**src/rtl/i2c_clk_pkg.sv**
```systemverilog
// Shared encodings and constant helpers for the I2C SCL timing controller.
package i2c_clk_pkg;

    typedef enum logic [1:0] {
        MODE_10K  = 2'd0,
        MODE_100K = 2'd1,
        MODE_400K = 2'd2
    } mode_e;

    typedef enum logic [1:0] {
        ST_IDLE    = 2'd0,
        ST_RUN     = 2'd1,
        ST_STRETCH = 2'd2
    } state_e;

    // Ceiling division keeps the generated bus rate at or below nominal.
    function automatic int ceil_div(input int num, input int den);
        return (num + den - 1) / den;
    endfunction

    // The reserved encoding falls back to standard mode.
    function automatic mode_e decode_mode(input logic [1:0] sel);
        case (sel)
            2'd0:    return MODE_10K;
            2'd2:    return MODE_400K;
            default: return MODE_100K;
        endcase
    endfunction

endpackage

```
**src/rtl/i2c_sync2.sv**
```systemverilog
// Two-flop synchroniser for the raw SCL pin; resets to the released (high) level.
module i2c_sync2 (
    input  logic clk,
    input  logic reset,
    input  logic d,
    output logic q
);

    logic meta;

    // NOTE: non-blocking assignments make meta->q a true two-stage shift; blocking would collapse it to one flop.
    always_ff @(posedge clk or posedge reset) begin
        if (reset) begin
            meta <= 1'b1;
            q    <= 1'b1;
        end else begin
            meta <= d;
            q    <= meta;
        end
    end

endmodule

```
**src/rtl/i2c_scl_scheduler.sv**
```systemverilog
// Quarter-period SCL timing for the I2C master: rate selection, start/stop
// sequencing on period boundaries, and clock-stretch detection with timeout.
module i2c_scl_scheduler
    import i2c_clk_pkg::*;
#(
    parameter int CLK_FREQUENCY = 12000000,
    parameter int STRETCH_MAX   = 65535
) (
    input  logic       clk,
    input  logic       reset,
    input  logic [1:0] mode_sel,
    input  logic       start,
    input  logic       stop,
    input  logic       scl_in,
    output logic       busy,
    output logic [1:0] phase,
    output logic       phase_tick,
    output logic       scl_out,
    output logic [1:0] active_mode,
    output logic       stretch,
    output logic       stretch_timeout
);

    localparam int Q_10K  = ceil_div(CLK_FREQUENCY, 40000);
    localparam int Q_100K = ceil_div(CLK_FREQUENCY, 400000);
    localparam int Q_400K = ceil_div(CLK_FREQUENCY, 1600000);

    localparam int CW = (Q_10K > 1) ? $clog2(Q_10K) : 1;
    localparam int SW = (STRETCH_MAX > 1) ? $clog2(STRETCH_MAX) : 1;

    localparam logic [CW-1:0] LAST_10K     = CW'(Q_10K - 1);
    localparam logic [CW-1:0] LAST_100K    = CW'(Q_100K - 1);
    localparam logic [CW-1:0] LAST_400K    = CW'(Q_400K - 1);
    localparam logic [SW-1:0] STRETCH_LAST = SW'(STRETCH_MAX - 1);

    state_e        state_q, state_d;
    logic [CW-1:0] counter_q, counter_d;
    logic [1:0]    phase_q, phase_d;
    logic          scl_out_q, scl_out_d;
    mode_e         mode_q, mode_d;
    logic          timeout_q, timeout_d;
    logic          stop_pend_q, stop_pend_d;
    logic [SW-1:0] stretch_cnt_q, stretch_cnt_d;

    logic          scl_s;
    logic [CW-1:0] quarter_last;
    logic          freeze;
    logic          tick;
    logic [1:0]    phase_next;

    i2c_sync2 u_sync (
        .clk   (clk),
        .reset (reset),
        .d     (scl_in),
        .q     (scl_s)
    );

    always_comb begin
        case (mode_q)
            MODE_10K:  quarter_last = LAST_10K;
            MODE_400K: quarter_last = LAST_400K;
            default:   quarter_last = LAST_100K;
        endcase
    end

    // A slave holding SCL low while we release it freezes the quarter timer.
    assign freeze     = (state_q != ST_IDLE) && (phase_q == 2'd2) && !scl_s;
    assign tick       = (state_q != ST_IDLE) && !freeze && (counter_q == quarter_last);
    assign phase_next = phase_q + 2'd1;

    // NOTE: every signal gets its default before the case so no path leaves one unassigned and infers a latch.
    always_comb begin
        state_d       = state_q;
        counter_d     = counter_q;
        phase_d       = phase_q;
        scl_out_d     = scl_out_q;
        mode_d        = mode_q;
        timeout_d     = timeout_q;
        stop_pend_d   = stop_pend_q;
        stretch_cnt_d = '0;

        case (state_q)
            ST_IDLE: begin
                scl_out_d   = 1'b1;
                phase_d     = 2'd0;
                counter_d   = '0;
                stop_pend_d = 1'b0;
                if (start) begin
                    mode_d    = decode_mode(mode_sel);
                    timeout_d = 1'b0;
                    scl_out_d = 1'b0;
                    state_d   = ST_RUN;
                end
            end

            default: begin
                if (stop) begin
                    stop_pend_d = 1'b1;
                end

                if (freeze) begin
                    state_d = ST_STRETCH;
                    if (state_q == ST_STRETCH) begin
                        if (stretch_cnt_q == STRETCH_LAST) begin
                            timeout_d   = 1'b1;
                            state_d     = ST_IDLE;
                            phase_d     = 2'd0;
                            counter_d   = '0;
                            scl_out_d   = 1'b1;
                            stop_pend_d = 1'b0;
                        end else begin
                            stretch_cnt_d = stretch_cnt_q + SW'(1);
                        end
                    end
                end else begin
                    state_d = ST_RUN;
                    if (tick) begin
                        counter_d = '0;
                        phase_d   = phase_next;
                        scl_out_d = phase_next[1];
                        // Rate and stop requests only take effect between full SCL periods.
                        if (phase_q == 2'd3) begin
                            mode_d = decode_mode(mode_sel);
                            if (stop_pend_q) begin
                                state_d     = ST_IDLE;
                                scl_out_d   = 1'b1;
                                stop_pend_d = 1'b0;
                            end
                        end
                    end else begin
                        counter_d = counter_q + CW'(1);
                    end
                end
            end
        endcase
    end

    always_ff @(posedge clk or posedge reset) begin
        if (reset) begin
            state_q       <= ST_IDLE;
            counter_q     <= '0;
            phase_q       <= 2'd0;
            scl_out_q     <= 1'b1;
            mode_q        <= MODE_100K;
            timeout_q     <= 1'b0;
            stop_pend_q   <= 1'b0;
            stretch_cnt_q <= '0;
        end else begin
            state_q       <= state_d;
            counter_q     <= counter_d;
            phase_q       <= phase_d;
            scl_out_q     <= scl_out_d;
            mode_q        <= mode_d;
            timeout_q     <= timeout_d;
            stop_pend_q   <= stop_pend_d;
            stretch_cnt_q <= stretch_cnt_d;
        end
    end

    assign busy            = (state_q != ST_IDLE);
    assign phase           = phase_q;
    assign phase_tick      = tick;
    assign scl_out         = scl_out_q;
    assign active_mode     = mode_q;
    assign stretch         = freeze;
    assign stretch_timeout = timeout_q;

endmodule
```
**config.mk**
```make
export PLATFORM = sky130hd
export DESIGN_NAME = i2c_scl_scheduler
export DESIGN_NICKNAME = d
export VERILOG_FILES = /design/src/rtl/i2c_clk_pkg.sv /design/src/rtl/i2c_sync2.sv /design/src/rtl/i2c_scl_scheduler.sv
export SDC_FILE = /design/constraint.sdc
export NUM_CORES = 1
export LEC_CHECK = 0
export CAP_MARGIN = 15
export CORE_UTILIZATION = 36
export DETAILED_ROUTE_END_ITERATION = 8
export GPL_ROUTABILITY_DRIVEN = 0
export PLACE_DENSITY_LB_ADDON = 0.08
export SETUP_SLACK_MARGIN = 0.05
export SLEW_MARGIN = 15
export SYNTH_ARGS = -nofsm -noshare
export SYNTH_HDL_FRONTEND = slang
export SYNTH_SLANG_ARGS = --single-unit
export TNS_END_PERCENT = 100
```
**constraint.sdc**
```tcl
create_clock -name clk -period 1.74 [get_ports clk]
set_input_delay 0.261 -clock clk [delete_from_list [all_inputs] [get_ports clk]]
set_output_delay 0.261 -clock clk [all_outputs]
set_load 0.1 [all_outputs]
```
==> flow_summary.yaml <==
run_status:
  status: "finished with violations"
  violations_in_the_final_reports: "setup timing"
floorplanning:
  dieArea_um2: 5470
  chipWidth_um: 74.0
  rows: 25
  die_y_extent_um: 74.0
  design.portCount: 16
  initial_core_util_pct: 38.5
  placeableCoreArea_um2: 4850
sta:
  timing.slew.headroom_pct: 71.3
  final_min_period_over_clock_period_pct: 120
  final_max_slew_viol_count: 0
  hold_slack_ps: 303
  count_of_final_setup_violators: 16
  final.setup_skew_ps: 5.41
  fmax_mhz: 479
  tightest_slew_ps: 429
  finalWorstSetupSlack_ps: -347
  totalNegativeSetupSlack_ps: -3160
  layout_min_cycle_time_ps: 2090
  final_hold_viol_count: 0
  unrepaired_setup_endpoints_after_global_routing: "yes"
yosys:
  yosysWarnings: 0
  yosys.area.top_type: "sky130_fd_sc_hd__dfrtp_1"
  netlist-cell-type-count: 44
  synthTopCellsByArea: "sky130_fd_sc_hd__dfrtp_1 (43%), sky130_fd_sc_hd__dfstp_2 (5.6%), sky130_fd_sc_hd__nor2_1 (5.6%), sky130_fd_sc_hd__xor2_1 (3.8%), sky130_fd_sc_hd__ha_1 (3.4%)"
  synth_top_cell_area_share_pct: 43.0
  syn_nets: 197
  synth.yosys.seq_area_share_pct: 48.6
  synth_top_flop_cell: "sky130_fd_sc_hd__dfrtp_1"
  syn-cell-area_um2: 1860
  syn_inst: 185
  synthArstFlopShare_pct: 100
  synth-edff-count: 0
  flop_and_latch_count_out_of_synthesis: 36
  postSynthAreaPerCell_um2: 10.1
min_path:
  class_of_the_tightest_hold_or_removal_check: "input pin to async pin"
route:
  highest_metal_layer_with_signal_wires: "met4"
  drt_first_iter_violations: 128
  detail-route-antenna-nets: 0
  routed-via-count: 1651
  dr.pass1.iters: 5
  remaining_drc_errors: 0
  wl_met1_mm: 2.16
  viasPerCell: 5.14
  wl_mm: 4.58
  detailroute.wirelength.met2_mm: 2.13
  route.met3.wl_um: 159
  avgRoutedWirePerCell_um: 14.3
cells_and_area:
  layout.cell_area.non_filler_um2: 2890
  finish.cell_count_without_fillers: 321
  drive_gt1_share_pct: 46.5
  antenna-diode-count: 0
  finalCoreUtilization_pct: 59.5
  flow.area_growth_from_synthesis_pct: 54.8
  layout.nets: 265
global_routing:
  grt_pass1_wl_mm: 7.45
  grt_start_max_net_pins: 21
  grt_antenna_before_repair: 0
  grt.total_usage_pct: 18.2
  first_global_vias: 1638
  globalRoute.totalOverflow: 0
critical_path:
  critPathSlowestCell: "sky130_fd_sc_hd__dfstp_4"
  crit_chain: "mux2_4 -> a22oi_4 -> buf_6 -> nor3_4 -> or3_1 -> mux2_4"
  crit_path_max_fanout: 4
  critical_path.endpoint_type: "flip-flop"
  worst_r2r_path_depth: 6
  crit_required_ps: 1950
  worst-endpoint-arrival_ps: 2300
  worstSetupStartpointType: "flip-flop"
  crit_path_largest_cell_delay_ps: 650
  path_common_cell: "sky130_fd_sc_hd__mux2_4"
  path_class: "flip-flop to flip-flop"
pwr:
  vdd_drop_max_uv: 464
  total_power_mw: 1.45
  static_leakage_nw: 1.24
  power-per-cell-area_nw_per_um2: 504
placed_design:
  detailed_place_hpwl_mm: 3.17
  numPortBuffers: 15
  dp_worst_setup_slack_ps: -238
  placedInstanceArea_um2: 2570
  post-place-cells: 305
clock_tree:
  worst_skew_pair.late_latency_ps: 290
  cts-root-to-sink-buffers: 2
  cts_sinks: 36
  number_of_clock_buffers_inserted_by_tritoncts: 5
  tritoncts_clock_tree: "yes"
  ctsHtreeMaxLevel: 2
  root_buffer: "sky130_fd_sc_hd__clkbuf_8"
  clkSlewWorstSetupHoldPaths_ps: 70
flow_run:
  number_of_max_cap_violations: 0
sequential cells by signal, indices dropped and copies added (netlist names):
register	count
counter_q	9
stop_pend_q	1
u_sync.meta	1
stretch_cnt_q	16
scl_out	1
active_mode	2
phase	2
u_sync.q	1
state_q	2
stretch_timeout	1
Yosys cell counts, types with 2 or more instances:
library cell,count
sky130_fd_sc_hd__dfstp_2,4
sky130_fd_sc_hd__nand3_1,9
sky130_fd_sc_hd__a31oi_1,3
sky130_fd_sc_hd__nor3b_1,3
sky130_fd_sc_hd__a21oi_1,5
sky130_fd_sc_hd__nand4_1,7
sky130_fd_sc_hd__nor2_1,28
sky130_fd_sc_hd__mux2_4,2
sky130_fd_sc_hd__mux2_1,2
sky130_fd_sc_hd__nand2b_1,3
sky130_fd_sc_hd__nand2_1,12
sky130_fd_sc_hd__and3_1,3
sky130_fd_sc_hd__inv_1,6
sky130_fd_sc_hd__a32oi_1,2
sky130_fd_sc_hd__a22o_1,5
sky130_fd_sc_hd__dfrtp_1,32
sky130_fd_sc_hd__ha_1,5
sky130_fd_sc_hd__mux2_2,3
sky130_fd_sc_hd__a21o_1,3
sky130_fd_sc_hd__xor2_1,8
sky130_fd_sc_hd__xnor2_1,5
sky130_fd_sc_hd__o21ai_0,6
sky130_fd_sc_hd__nor3_1,4
sky130_fd_sc_hd__buf_2,2
sky130_fd_sc_hd__or3_1,3
sky130_fd_sc_hd__nor2b_1,2
power breakdown:
| group | switching [mW] | leakage [nW] | internal [mW] |
|---|---|---|---|
| registers | 0.00164 | 0.454 | 0.841 |
| clock network | 0.294 | 0.0422 | 0.281 |
| logic | 0.0212 | 0.746 | 0.0161 |
kinds of logic after synthesis:
family,after synthesis,share of synthesized area (%)
buffers and inverters,11,2.55
adders and majority gates,5,3.36
AOI/OAI and AO/OA,31,12.4
xor gates and xnor gates,13,6.11
muxes,7,4.63
DFF,36,48.6
and+or+nand+nor,82,22.3
repair_timing:
item,in CTS,in global routing
hold buffers,0,0
hold endpoints to repair,0,0
setup buffers,3,5
cloned,1,1
gates resized for setup,8,31
pin swaps,7,18
setup endpoints to repair,17,34
metal layers:
layer | up-vias | GRT usage (%)
li1 | 798 | -
met1 | 788 | 24.2
met2 | 48 | 27.1
met3 | 17 | 4.47
met4 | 0 | 10.0
met5 | - | 0
final timing paths:
kind	from	to	slack, ps
setup / recovery	active_mode[0]	scl_out	-350
hold / removal	reset	counter_q[0]	300
setup reg to reg	active_mode[0]	scl_out	-350
hold reg to reg	u_sync.meta	u_sync.q	360
max in group asynchronous	reset	u_sync.meta	1150
min in group clk	u_sync.meta	u_sync.q	360
area by class of cell:
cell class / count / area [µm²]
Timing Repair Buffer: 64 / 667
Sequential cell: 36 / 918
Inverter: 7 / 30.0
Tap cell: 67 / 83.8
Clock inverter: 1 / 5.00
Multi-Input combinational cell: 139 / 1100
Fill cell: 429 / 1960
Clock buffer: 7 / 76.3
layout by cell type (no fill, tap or decap), types with 4 or more instances in the layout:
| cell | synthesis | layout |
|---|---|---|
| sky130_fd_sc_hd__a21oi_2 | 0 | 5 |
| sky130_fd_sc_hd__nand3_1 | 9 | 9 |
| sky130_fd_sc_hd__nor2_2 | 0 | 6 |
| sky130_fd_sc_hd__nand4_1 | 7 | 7 |
| sky130_fd_sc_hd__buf_12 | 0 | 10 |
| sky130_fd_sc_hd__xor2_1 | 8 | 8 |
| sky130_fd_sc_hd__o21ai_0 | 6 | 5 |
| sky130_fd_sc_hd__xnor2_1 | 5 | 5 |
| sky130_fd_sc_hd__buf_6 | 0 | 7 |
| sky130_fd_sc_hd__inv_1 | 6 | 4 |
| sky130_fd_sc_hd__dfrtp_1 | 32 | 29 |
| sky130_fd_sc_hd__clkbuf_8 | 0 | 5 |
| sky130_fd_sc_hd__mux2_4 | 2 | 6 |
| sky130_fd_sc_hd__a22o_1 | 5 | 5 |
| sky130_fd_sc_hd__clkdlybuf4s50_1 | 0 | 6 |
| sky130_fd_sc_hd__buf_4 | 1 | 40 |
| sky130_fd_sc_hd__nand2_1 | 12 | 11 |
| sky130_fd_sc_hd__nor2_1 | 28 | 18 |
| sky130_fd_sc_hd__nor2_4 | 0 | 4 |
critical path, delay by kind of cell, from the launching register on:
kind                   cells  cell delay [ps]
DFF                        1              650
and+or+nand+nor            2              370
muxes                      2              620
AOI/OAI and AO/OA          1              230
buffers and inverters      1              150
No activity file was read; power rests on OpenSTA's default activity.
